<file path="src/rtl/seq_mult_n.sv">
// Parametrised sequential add/shift multiplier: WIDTH-bit Switches operand times register B,
// signed or unsigned per start, with Busy/Done handshake and product in {X_out, A_out, B_out}.
`timescale 1ns/1ps
module seq_mult_n #(
  parameter int WIDTH = 8
) (
  input  logic             Clk,
  input  logic             Reset,
  input  logic             Run,
  input  logic             CLR_LDB,
  input  logic             Signed_mode,
  input  logic [WIDTH-1:0] Switches,
  output logic [WIDTH-1:0] A_out,
  output logic [WIDTH-1:0] B_out,
  output logic             X_out,
  output logic             Busy,
  output logic             Done
);

  localparam int CNT_W = $clog2(WIDTH + 1);
  localparam logic [CNT_W-1:0] LAST = CNT_W'(WIDTH - 1);

  typedef enum logic [1:0] {IDLE, ADD, SHIFT, DONE} state_t;

  state_t           state, state_d;
  logic [WIDTH-1:0] a, b, s;
  logic             x, mode, run_q;
  logic [CNT_W-1:0] count;
  logic             start, last;
  logic [WIDTH:0]   a_ext, s_ext, sum;

  always_comb begin
    start = (state == IDLE) && run_q && !Run;
    last  = (count == LAST);
    a_ext = {mode & a[WIDTH-1], a};
    s_ext = {mode & s[WIDTH-1], s};
    // Signed multiplier's MSB carries negative weight, so its partial product is subtracted.
    sum   = (mode && last) ? a_ext - s_ext : a_ext + s_ext;

    state_d = state;
    case (state)
      IDLE:    if (start) state_d = ADD;
      ADD:     state_d = SHIFT;
      SHIFT:   state_d = last ? DONE : ADD;
      DONE:    if (Run) state_d = IDLE;
      default: state_d = IDLE;
    endcase
  end

  always_ff @(posedge Clk or negedge Reset) begin
    if (!Reset) state <= IDLE;
    else        state <= state_d;
  end

  always_ff @(posedge Clk or negedge Reset) begin
    if (!Reset) begin
      a     <= '0;
      b     <= '0;
      s     <= '0;
      x     <= 1'b0;
      mode  <= 1'b0;
      count <= '0;
      run_q <= 1'b0;
    end else begin
      run_q <= Run;
      case (state)
        IDLE: begin
          if (start) begin
            s     <= Switches;
            mode  <= Signed_mode;
            a     <= '0;
            x     <= 1'b0;
            count <= '0;
          end else if (!CLR_LDB) begin
            b <= Switches;
            a <= '0;
            x <= 1'b0;
          end
        end
        ADD: if (b[0]) {x, a} <= sum;
        SHIFT: begin
          {x, a, b} <= {mode & x, x, a, b[WIDTH-1:1]};
          count     <= count + CNT_W'(1);
        end
        default: ;
      endcase
    end
  end

  always_comb begin
    A_out = a;
    B_out = b;
    X_out = x;
    Busy  = (state == ADD) || (state == SHIFT);
    Done  = (state == DONE);
  end

endmodule

</file>
<file path="config.mk">
export PLATFORM = sky130hd
export DESIGN_NAME = seq_mult_n
export DESIGN_NICKNAME = d
export VERILOG_FILES = /design/src/rtl/seq_mult_n.sv
export SDC_FILE = /design/constraint.sdc
export NUM_CORES = 1
export LEC_CHECK = 0
export ABC_AREA = 0
export CAP_MARGIN = 40
export CORE_ASPECT_RATIO = 0.5
export CORE_MARGIN = 5
export CORE_UTILIZATION = 40
export DETAILED_ROUTE_END_ITERATION = 7
export HOLD_SLACK_MARGIN = 0.08
export SETUP_SLACK_MARGIN = 0.02
export SLEW_MARGIN = 0
export SYNTH_ARGS = -nofsm -noshare
export SYNTH_HDL_FRONTEND = slang
export SYNTH_SLANG_ARGS = --single-unit
</file>
<file path="constraint.sdc">
create_clock -name Clk -period 3.3 [get_ports Clk]
set_clock_uncertainty 0.05 [all_clocks]
set_input_delay 0.66 -clock Clk [delete_from_list [all_inputs] [get_ports Clk]]
set_output_delay 0.66 -clock Clk [all_outputs]
set_load 0.01 [all_outputs]
</file>
---- Word level (Yosys, flattened, before mapping) ----
Index checks and enable logic that the tools add are counted.
operators by class
  add/subtract/negate cells ............... 3
  equality and inequality tests ........... 10
  multiplexer cells ....................... 18
  bitwise gates (word level) .............. 3
  reductions and logical operators ........ 13
operators by type and width
  kind                                                                    number
  8-bit 2-to-1 mux                                                        5
  8-bit case mux with 3 select lines                                      1
  8-bit case mux with 2 select lines                                      1
  2-bit inequality test (second input constant)                           5
  9-bit adder                                                             1
  9-bit 2-to-1 mux                                                        1
  9-bit subtractor                                                        1
  2-bit case mux with 4 select lines                                      1
  4-bit case mux with 2 select lines                                      1
  2-bit 2-to-1 mux                                                        3
  2-bit AND reduction                                                     3
  3-bit AND reduction                                                     2
  4-bit by 1-bit adder with 4-bit output (second input constant)          1
  2-bit equality test (second input constant)                             2
  4-bit by 3-bit equality test with 1-bit output (second input constant)  1
  4-bit 2-to-1 mux                                                        1
  1-bit bitwise AND                                                       3
  1-bit logical AND                                                       3
  1-bit 2-to-1 mux                                                        3
  3-bit inequality test (second input constant)                           1
  1-bit case mux with 3 select lines                                      1
  3-bit nonzero test                                                      1
  2-bit by 1-bit equality test with 1-bit output (second input constant)  1
  2-bit logical NOT                                                       1
  other kinds (3)                                                         3
word-level totals
  register bits after elaboration ......... 33
  logic and storage cells ................. 55

---- Longest topological paths before layout ----
Gate-level depths: netlist (run 1).
  word-level depth ........................ 5
  mapped depth ............................ 12
  mapped depth without buffers ............ 11

---- Worst setup path after synthesis (run 1) ----
Ideal clock, no wire load.
  path type ............................... reg-to-reg
  start ................................... reg count[0]
  end ..................................... reg a[7] (netlist: A_out[7])
  data arrival time ....................... 2.496 ns
  data required time ...................... 3.112 ns
  setup slack ............................. 0.616 ns
  cell stages (with the launch flop) ...... 12
  path buffers ............................ 1
  period minus slack after synthesis ...... 2.684 ns
  path through ............................ dfrtp_1 ha_1 and3b_1 clkbuf_2 and2_1 a21oi_1 xnor2_1 ha_1 a2111o_1 o21ai_0 xor2_1 o221ai_1
between the ends
  word-level cells in the longest chain between the ends .. 5
ends and longest elaborated chain
  what                                            RTL line  source
  start: declaration                              28        logic [CNT_W-1:0] count;
  start signal: assignment                        83        count <= count + CNT_W'(1);
  4-bit by 3-bit equality test with 1-bit output  34        last = (count == LAST);
  1-bit logical AND                               38        sum = (mode && last) ? a_ext - s_ext : a_ext + s_ext;
  9-bit 2-to-1 mux                                38
  8-bit 2-to-1 mux                                80        ADD: if (b[0]) {x, a} <= sum;
  8-bit case mux with 3 select lines              66        case (state)
  end signal: assignment                          80
  end signal: assignment                          82        {x, a, b} <= {mode & x, x, a, b[WIDTH-1:1]};
  end: declaration                                26        logic [WIDTH-1:0] a, b, s;
Every way passes these cells. The select of a mux whose other input is x is not followed.
A chain may end at the register's enable or synchronous reset.

---- Final worst setup path (run 1) ----
Same ends and word-level chain as after synthesis.

==> impl_metrics.ini, run 1 <==
[clock_tree]
clk_pin_slew_worst_paths_ns = 0.08
cts.sinks = 33
cts_resized = 0
clock_latency_ns = 0.29
post_cts_buffers = 0
h-tree-depth = 2
cts_tree = yes
hold_buffers = 0
root_buffer = clkbuf_8
cts_max_path_buffers = 2
cts_buffers = 5

[timing]
maxSlewHeadroom = 0.434
fmax_ghz = 0.328
rsz0062_at_grt = false
finalCriticalPeriod_ns = 3.05
setup_tns_ns = 0
finalSetupViolations = 0
worstMarginPinSlew_ns = 0.849
maxSlewViolCount = 0
hold_viol = 0
worst_slack_ns = 0.250
post-route-period-util = 0.924

[place]
dp_slack_ns = 0.351
gp_congestion = 0.887
numPortBuffers = 31
place_hpwl_um = 3960
placed_area_um2 = 2570

[global_route]
antenna_found_initial = 0
grt_pass1_vias = 1899
grt_pass1_wl_um = 9510
grt_max_degree = 34
track_usage = 0.164
overflow = 0

[worst_setup_path]
cp.required_ns = 3.40
endpoint_kind = flip-flop
path_class = flip-flop to flip-flop
crit_start = count[0]$_DFFE_PN0P_
cp.arrival_ns = 3.15
startpoint_type = flip-flop
worstPathMaxFanout = 7
r2r-start = count[0]$_DFFE_PN0P_

[detailed_routing]
ant_nets = 0
drt-pass1-iter-count = 4
viasPerCell = 5.43
wl_per_cell_um = 16.0
first_iter_violations = 65
num_vias = 1820
drc = 0
wirelength_um = 5360

[yosys]
synth_edf_count = 0
syn_inst = 229
syn_avg_cell_area_um2 = 9.58
synth_top_area_share = 0.376
netlist_area_um2 = 2190
yosys.area.top_type = dfrtp_1
synth.most_common_cell = dfrtp_1
postSynth.asyncResetShare = 1.00
synth-seq-cells = 33
synth_nets = 259
ys_warn_count = 0
synth_common_cells = dfrtp_1, nand2_1, o21ai_0
ys_types = 53
ys.flop_type = dfrtp_1
seq_area_frac_synth = 0.376
synth_area_leaders = dfrtp_1, ha_1, o21ai_0

[die]
die_area_um2 = 7160
core_um2 = 5400
initial_core_util = 0.407
die_h_um = 62.4
num_io_pins = 32
rows = 19
die_x_um = 115

[worst_hold_path]
hold_start = B_out[3]$_DFFE_PN0P_
min_path_type = flip-flop to flip-flop

[run]
cap_violations = 0

[cells_and_area]
drive_gt1_frac = 0.111
antenna_cells = 0
area_growth_pct = 22.3
layout.nets = 291
finish.instance_area_um2 = 2690

[power_and_ir_drop]
leakagePower_nw = 1.18
power.total_w = 0.00276
peakVddDrop_uv = 416
power_density_nw_per_um2 = 1030

[run_status]
outcome = completed
[placed cells by master, fill, tap and decap left out, drive strengths merged, types with 2 or more instances in the layout]
cell / instances
ha: 16
o211ai: 3
clkbuf: 5
dfrtp: 33
nor2b: 3
xnor2: 6
nor3b: 2
nor3: 2
o21ai: 24
buf: 3
clkdlybuf4s50: 31
mux2i: 10
a22o: 3
a311o: 2
nand2: 29
mux2: 9
o21a: 3
xor2: 3
a211oi: 4
nand3: 9
a21oi: 15
inv: 10
nand4: 2
nand3b: 3
o31ai: 2
nor2: 9
[registers in the layout, summed over array words and instances, names as in the netlist]
| signal | flops |
|---|---|
| X_out | 1 |
| mode | 1 |
| A_out | 8 |
| count | 4 |
| B_out | 8 |
| state | 2 |
| s | 8 |
| run_q | 1 |
[power by group]
group	total, W	internal, W	switching, W
Sequential	0.000775	0.000569	0.000206
Combinational	0.00159	0.000723	0.000872
Clock	0.000394	0.000226	0.000168
Total	0.00276	0.00152	0.00125
[per-layer routing]
layer | global-route usage | vias to the layer above | share of wire
met5 | 0 | - | 0
met4 | 0.0366 | 0 | 0.0034
met3 | 0.0387 | 4 | 0.053
met2 | 0.246 | 47 | 0.44
met1 | 0.239 | 877 | 0.51
li1 | - | 892 | -
[kinds of logic (layout without fill, tap and decap cells)]
| logic type | after synthesis | after routing | share of synthesized area |
|---|---|---|---|
| XOR/XNOR | 9 | 9 | 0.0359 |
| multiplexers | 19 | 19 | 0.0918 |
| buffers and inverters | 19 | 52 | 0.0393 |
| AND/OR/NAND/NOR | 65 | 65 | 0.149 |
| AO/OA/AOI/OAI | 67 | 67 | 0.207 |
| flip-flops | 33 | 33 | 0.376 |
| adder cells (fa/ha/maj) | 17 | 17 | 0.100 |
[cell type report]
cell class | count | area (um2)
flip-flops and latches | 33 | 826
multi-input cells | 177 | 1280
well taps | 73 | 91.3
inverters | 10 | 37.5
fillers | 516 | 2710
clock buffers | 5 | 68.8
clock inverters | 3 | 46.3
repair buffers | 34 | 333
[critical path, cell delays in order (launching register included)]
cell and delay (ns):
dfrtp_1 0.41, ha_1 0.23, and3b_1 0.26, and2_1 0.23, a21oi_1 0.16, xnor2_1 0.17, ha_1 0.33, a2111oi_0 0.56
a21oi_1 0.08, o21ai_0 0.12, xor2_1 0.18, o221ai_1 0.14
[through the flow]
stage                     hold slack [ns]  std cells  utilization
after CTS                           0.464        335        0.498
after floorplan                     0.314        229            -
after global placement              0.442        327        0.476
after detailed placement            0.450        327        0.476
final                               0.468        335        0.498
after global routing                0.491        335        0.498
[final timing paths]
check | end | slack, ns | cells past startpoint
setup / recovery | A_out[7]$_DFFE_PN0P_ | 0.25 | 11
hold / removal | B_out[3]$_DFFE_PN0P_ | 0.47 | 2
setup reg to reg | A_out[7]$_DFFE_PN0P_ | 0.25 | 11
hold reg to reg | B_out[3]$_DFFE_PN0P_ | 0.47 | 2
max in group asynchronous | mode$_DFFE_PN0P_ | 2.17 | 2
min in group asynchronous | s[0]$_DFFE_PN0P_ | 0.72 | 2
No activity file was read; power rests on OpenSTA's default activity.
==> run 2: changes to the inputs <==
--- a/config.mk
+++ b/config.mk
@@ -11,7 +11,9 @@
 export CORE_MARGIN = 5
 export CORE_UTILIZATION = 40
 export DETAILED_ROUTE_END_ITERATION = 7
+export GPL_TIMING_DRIVEN = 0
 export HOLD_SLACK_MARGIN = 0.08
+export PLACE_DENSITY = 0.72
 export SETUP_SLACK_MARGIN = 0.02
 export SLEW_MARGIN = 0
 export SYNTH_ARGS = -nofsm -noshare
==> impl_metrics.ini, run 2 (synthesis gave the netlist of run 1 again) <==
[die]
num_io_pins = 32
die_h_um = 62.4
core_um2 = 5400
die_area_um2 = 7160
initial_core_util = 0.407
die_x_um = 115
rows = 19

[worst_setup_path]
worstRegToRegCells = 11
startpoint_type = flip-flop
worst-r2r-setup-slack_ns = 0.20
rr_endpoint = A_out[7]$_DFFE_PN0P_
cp.required_ns = 3.40
endpoint_kind = flip-flop
path_class = flip-flop to flip-flop
r2r-start = count[0]$_DFFE_PN0P_
worstPathMaxFanout = 7
cp.arrival_ns = 3.20

[detailed_routing]
first_iter_violations = 42
drc = 0
wl_per_cell_um = 15.7
num_vias = 1901
viasPerCell = 5.59
ant_nets = 0
topRoutingLayerUsed = met4
wl_met1_um = 2680
drt-pass1-iter-count = 4
met2_length_um = 2380
wirelength_um = 5350
wl_met3_um = 199

[timing]
worstMarginPinSlew_ns = 0.748
hold_viol = 0
maxSlewViolCount = 0
finalSetupViolations = 0
rsz0062_at_grt = false
post-route-period-util = 0.939
setup_tns_ns = 0
maxSlewHeadroom = 0.501
fmax_ghz = 0.323
finalCriticalPeriod_ns = 3.10
worst_hold_slack_ns = 0.381

[clock_tree]
clk_pin_slew_worst_paths_ns = 0.07
cts_max_path_buffers = 2
cts_buffers = 5
hold_buffers = 0
cts_tree = yes
root_buffer = clkbuf_8
post_cts_buffers = 0
cts.sinks = 33
clock_latency_ns = 0.29
h-tree-depth = 2

[power_and_ir_drop]
leakagePower_nw = 1.19
peakVddDrop_uv = 382
power_density_nw_per_um2 = 1040
power.total_w = 0.00281

[place]
gp_congestion = 0.820
place_hpwl_um = 4030
dp.cells = 333
numPortBuffers = 31

[cells_and_area]
drive_gt1_frac = 0.116
final_cells = 340
antenna_cells = 0
final_common_cell = dfrtp_1
final_cell_mix = dfrtp_1, clkdlybuf4s50_1, nand2_1, o21ai_0, ha_1
area_growth_pct = 22.9
layout.nets = 297

[global_route]
grt_pass1_wl_um = 9330
grt_max_degree = 34
track_usage = 0.163
antenna_found_initial = 0
grt_pass1_vias = 1926
overflow = 0

[run]
cap_violations = 0

[run_status]
outcome = completed

[worst_hold_path]
min_path_type = primary input to async pin
## run 2: cell types whose count changed in the layout (fill, tap and decap cells not counted), sizes merged
cell	before	now
buf	3	5
clkbuf	5	10
clkdlybuf4s50	31	30
clkinvlp	1	0
## run 2: layout make-up
| type | count | area [um2] |
|---|---|---|
| Fill cell | 470 | 2700 |
| Tap cell | 73 | 91.3 |
| Clock inverter | 2 | 35.0 |
| Clock buffer | 5 | 68.8 |
| Inverter | 10 | 37.5 |
| Timing Repair Buffer | 31 | 305 |
| Buffer | 9 | 48.8 |
| Sequential cell | 33 | 826 |
| Multi-Input combinational cell | 177 | 1280 |
## run 2: how the worst max path moves through the flow
stage / cells past startpoint / startpoint / slack, ns / to
3_5_place_dp: 11 / count[0]$_DFFE_PN0P_ / 0.28 / A_out[7]$_DFFE_PN0P_
5_1_grt: 11 / count[0]$_DFFE_PN0P_ / 0.05 / A_out[7]$_DFFE_PN0P_
2_1_floorplan: 11 / count[0]$_DFFE_PN0P_ / 0.62 / A_out[7]$_DFFE_PN0P_
6_report: 11 / count[0]$_DFFE_PN0P_ / 0.20 / A_out[7]$_DFFE_PN0P_
4_1_cts: 11 / count[0]$_DFFE_PN0P_ / 0.24 / A_out[7]$_DFFE_PN0P_
3_3_place_gp: 11 / count[0]$_DFFE_PN0P_ / 0.33 / A_out[7]$_DFFE_PN0P_
## run 2: stage by stage
step | util | cell area (um2) | worst slack, ns
6_report | 0.500 | 2700 | 0.202
2_1_floorplan | - | 2190 | 0.616
3_5_place_dp | 0.480 | 2590 | 0.284
3_3_place_gp | 0.481 | 2600 | 0.328
4_1_cts | 0.499 | 2700 | 0.238
5_1_grt | 0.500 | 2700 | 0.0501
## run 2: layer usage
layer / GRT usage / up-vias
met1: 0.226 / 931
met2: 0.257 / 50
li1: - / 908
met5: 0 / -
met4: 0.0469 / 0
met3: 0.0348 / 12
## run 2: what timing repair did
item	in CTS	in global routing
resized for setup	0	1
endpoints found under the hold margin	0	0
endpoints found under the setup margin	0	1
## run 2: power breakdown
| group | internal [W] | switching (W) | total, W |
|---|---|---|---|
| sequential | 0.000570 | 0.000182 | 0.000752 |
| clock | 0.000219 | 0.000152 | 0.000372 |
| combinational | 0.000752 | 0.000935 | 0.00169 |
| total | 0.00154 | 0.00127 | 0.00281 |
## run 2: worst max-delay path: stages, from the launching register on
cell	delay, ns
dfrtp_1	0.42
ha_1	0.24
and3b_1	0.20
clkbuf_2	0.16
and2_1	0.22
a21oi_1	0.17
xnor2_1	0.18
ha_1	0.34
a2111o_1	0.43
o21ai_0	0.24
xor2_1	0.18
o221ai_1	0.13
==> run 3: changes to the inputs <==
--- a/config.mk
+++ b/config.mk
@@ -9,11 +9,11 @@
 export CAP_MARGIN = 40
 export CORE_ASPECT_RATIO = 0.5
 export CORE_MARGIN = 5
-export CORE_UTILIZATION = 40
+export CORE_UTILIZATION = 54
 export DETAILED_ROUTE_END_ITERATION = 7
 export GPL_TIMING_DRIVEN = 0
 export HOLD_SLACK_MARGIN = 0.08
-export PLACE_DENSITY = 0.72
+export PLACE_DENSITY = 0.89
 export SETUP_SLACK_MARGIN = 0.02
 export SLEW_MARGIN = 0
 export SYNTH_ARGS = -nofsm -noshare
==> constraint.sdc (replaced) <==
create_clock -name Clk -period 3.35 [get_ports Clk]
set_clock_uncertainty 0.05 [all_clocks]
set_input_delay 0.67 -clock Clk [delete_from_list [all_inputs] [get_ports Clk]]
set_output_delay 0.67 -clock Clk [all_outputs]
set_load 0.01 [all_outputs]
==> impl_metrics.ini, run 3 (synthesis gave the netlist of run 1 again) <==
[worst_setup_path]
path_delay_family = compound AO/OA/AOI/OAI gates
startpoint_type = flip-flop
r2r-start = count[0]$_DFFE_PN0P_
worstPathMaxFanout = 7
worstRegToRegCells = 11
cp.depth = 11
cp_cell_sequence = ha_1 -> and3b_1 -> clkbuf_2 -> and2_1 -> a21oi_1 -> xnor2_1 -> ha_1 -> a2111o_1 -> o21ai_0 -> xor2_1 -> o221ai_1
endpoint_kind = flip-flop
cp-endpoint = A_out[7]$_DFFE_PN0P_
cp.required_ns = 3.47
crit_top_cell = ha_1
cp.arrival_ns = 3.16
path_class = flip-flop to flip-flop
worst-r2r-setup-slack_ns = 0.30
path_buf_inv = 1
rr_endpoint = A_out[7]$_DFFE_PN0P_
slowest_stage = a2111o_1
crit_start = count[0]$_DFFE_PN0P_
max_stage_delay_ns = 0.42

[die]
rows = 16
die_h_um = 55.1
die_area_um2 = 5520
initial_core_util = 0.562
core_um2 = 3900
num_io_pins = 32
die_x_um = 100

[global_route]
antenna_found_initial = 0
grt_max_degree = 34
grt_pass1_wl_um = 9050
track_usage = 0.215
grt_pass1_vias = 1897
overflow = 0

[timing]
setup_tns_ns = 0
post-route-period-util = 0.909
rsz0062_at_grt = false
fmax_ghz = 0.328
finalSetupViolations = 0
worstMarginPinSlew_ns = 0.772
maxSlewHeadroom = 0.485
finalCriticalPeriod_ns = 3.05
maxSlewViolCount = 0
hold_viol = 0

[detailed_routing]
num_vias = 1892
viasPerCell = 5.88
first_iter_violations = 151
wirelength_um = 5400
drc = 0
ant_nets = 0
drt-pass1-iter-count = 4
wl_per_cell_um = 16.8

[cells_and_area]
final_cell_mix = dfrtp_1, clkdlybuf4s50_1, nand2_1, o21ai_0, ha_1
area_growth_pct = 22.5
drive_gt1_frac = 0.119
antenna_cells = 0
final_cells = 322
final_common_cell = dfrtp_1
layout.nets = 297

[place]
numPortBuffers = 31
dp.cells = 314
place_hpwl_um = 3750
gp_congestion = 0.913

[clock_tree]
cts_buffers = 5
cts_max_path_buffers = 2
clk_pin_slew_worst_paths_ns = 0.07
post_cts_buffers = 0
cts_tree = yes
cts.sinks = 33
h-tree-depth = 2
cts_resized = 0
root_buffer = clkbuf_8
hold_buffers = 0
clock_latency_ns = 0.30

[run_status]
outcome = completed

[worst_hold_path]
min_path_type = primary input to async pin

[power_and_ir_drop]
power_density_nw_per_um2 = 1050
peakVddDrop_uv = 514
leakagePower_nw = 1.19

[run]
cap_violations = 0
[run 3: cell count changes in the layout (fill, tap and decap cells not counted)]
cell / delta
a2111oi_0: +1
clkinv_2: -1
a2111oi_1: -1
clkinvlp_4: +1
clkbuf_8: +1
[run 3: power breakdown]
part           switching (W)  leakage, nW  total, W  internal, W
Combinational       0.000929        0.716   0.00167     0.000740
Clock               0.000164       0.0574  0.000406     0.000242
Sequential          0.000185        0.420  0.000746     0.000561
Total                0.00128         1.19   0.00282      0.00154
[run 3: worst min-delay path by stage]
stage / to / slack, ns
global route: B_out[0]$_DFFE_PN0P_ / 0.43
detailed placement: B_out[7]$_DFFE_PN0P_ / 0.46
CTS: B_out[2]$_DFFE_PN0P_ / 0.40
global placement: B_out[2]$_DFFE_PN0P_ / 0.44
floorplan: A_out[0]$_DFFE_PN0P_ / 0.32
finish: B_out[2]$_DFFE_PN0P_ / 0.39
[run 3: layout make-up]
class	count	area, um2
well taps	54	67.6
flip-flops and latches	33	826
inverters	10	37.5
clock inverters	2	37.5
fillers	286	1220
multi-input cells	177	1280
plain buffers	9	48.8
repair buffers	31	305
clock buffers	6	82.6
[run 3: worst reg2reg max path: stages, from the launching register on]
cell and delay [ns]:
dfrtp_1 0.41, ha_1 0.23, and3b_1 0.20, clkbuf_2 0.16
and2_1 0.22, a21oi_1 0.18, xnor2_1 0.16, ha_1 0.32
a2111o_1 0.42, o21ai_0 0.24, xor2_1 0.18, o221ai_1 0.13
[run 3: stage by stage]
step,total power [W],area [um2],util,setup WS [ns],hold WS [ns]
2_1_floorplan,0.00186,2190,-,0.666,0.324
3_3_place_gp,0.00227,2570,0.659,0.379,0.441
3_5_place_dp,0.00235,2570,0.658,0.358,0.457
4_1_cts,0.00279,2690,0.688,0.320,0.401
5_1_grt,0.00301,2690,0.688,0.117,0.434
6_report,0.00282,2690,0.688,0.305,0.386
[run 3: routing by layer]
layer | wire length, um | global-route usage | vias up
met2 | 2450 | 0.359 | 61
met5 | 0 | 0 | -
met1 | 2530 | 0.272 | 917
met4 | 57 | 0.0716 | 0
li1 | - | - | 906
met3 | 355 | 0.0701 | 8
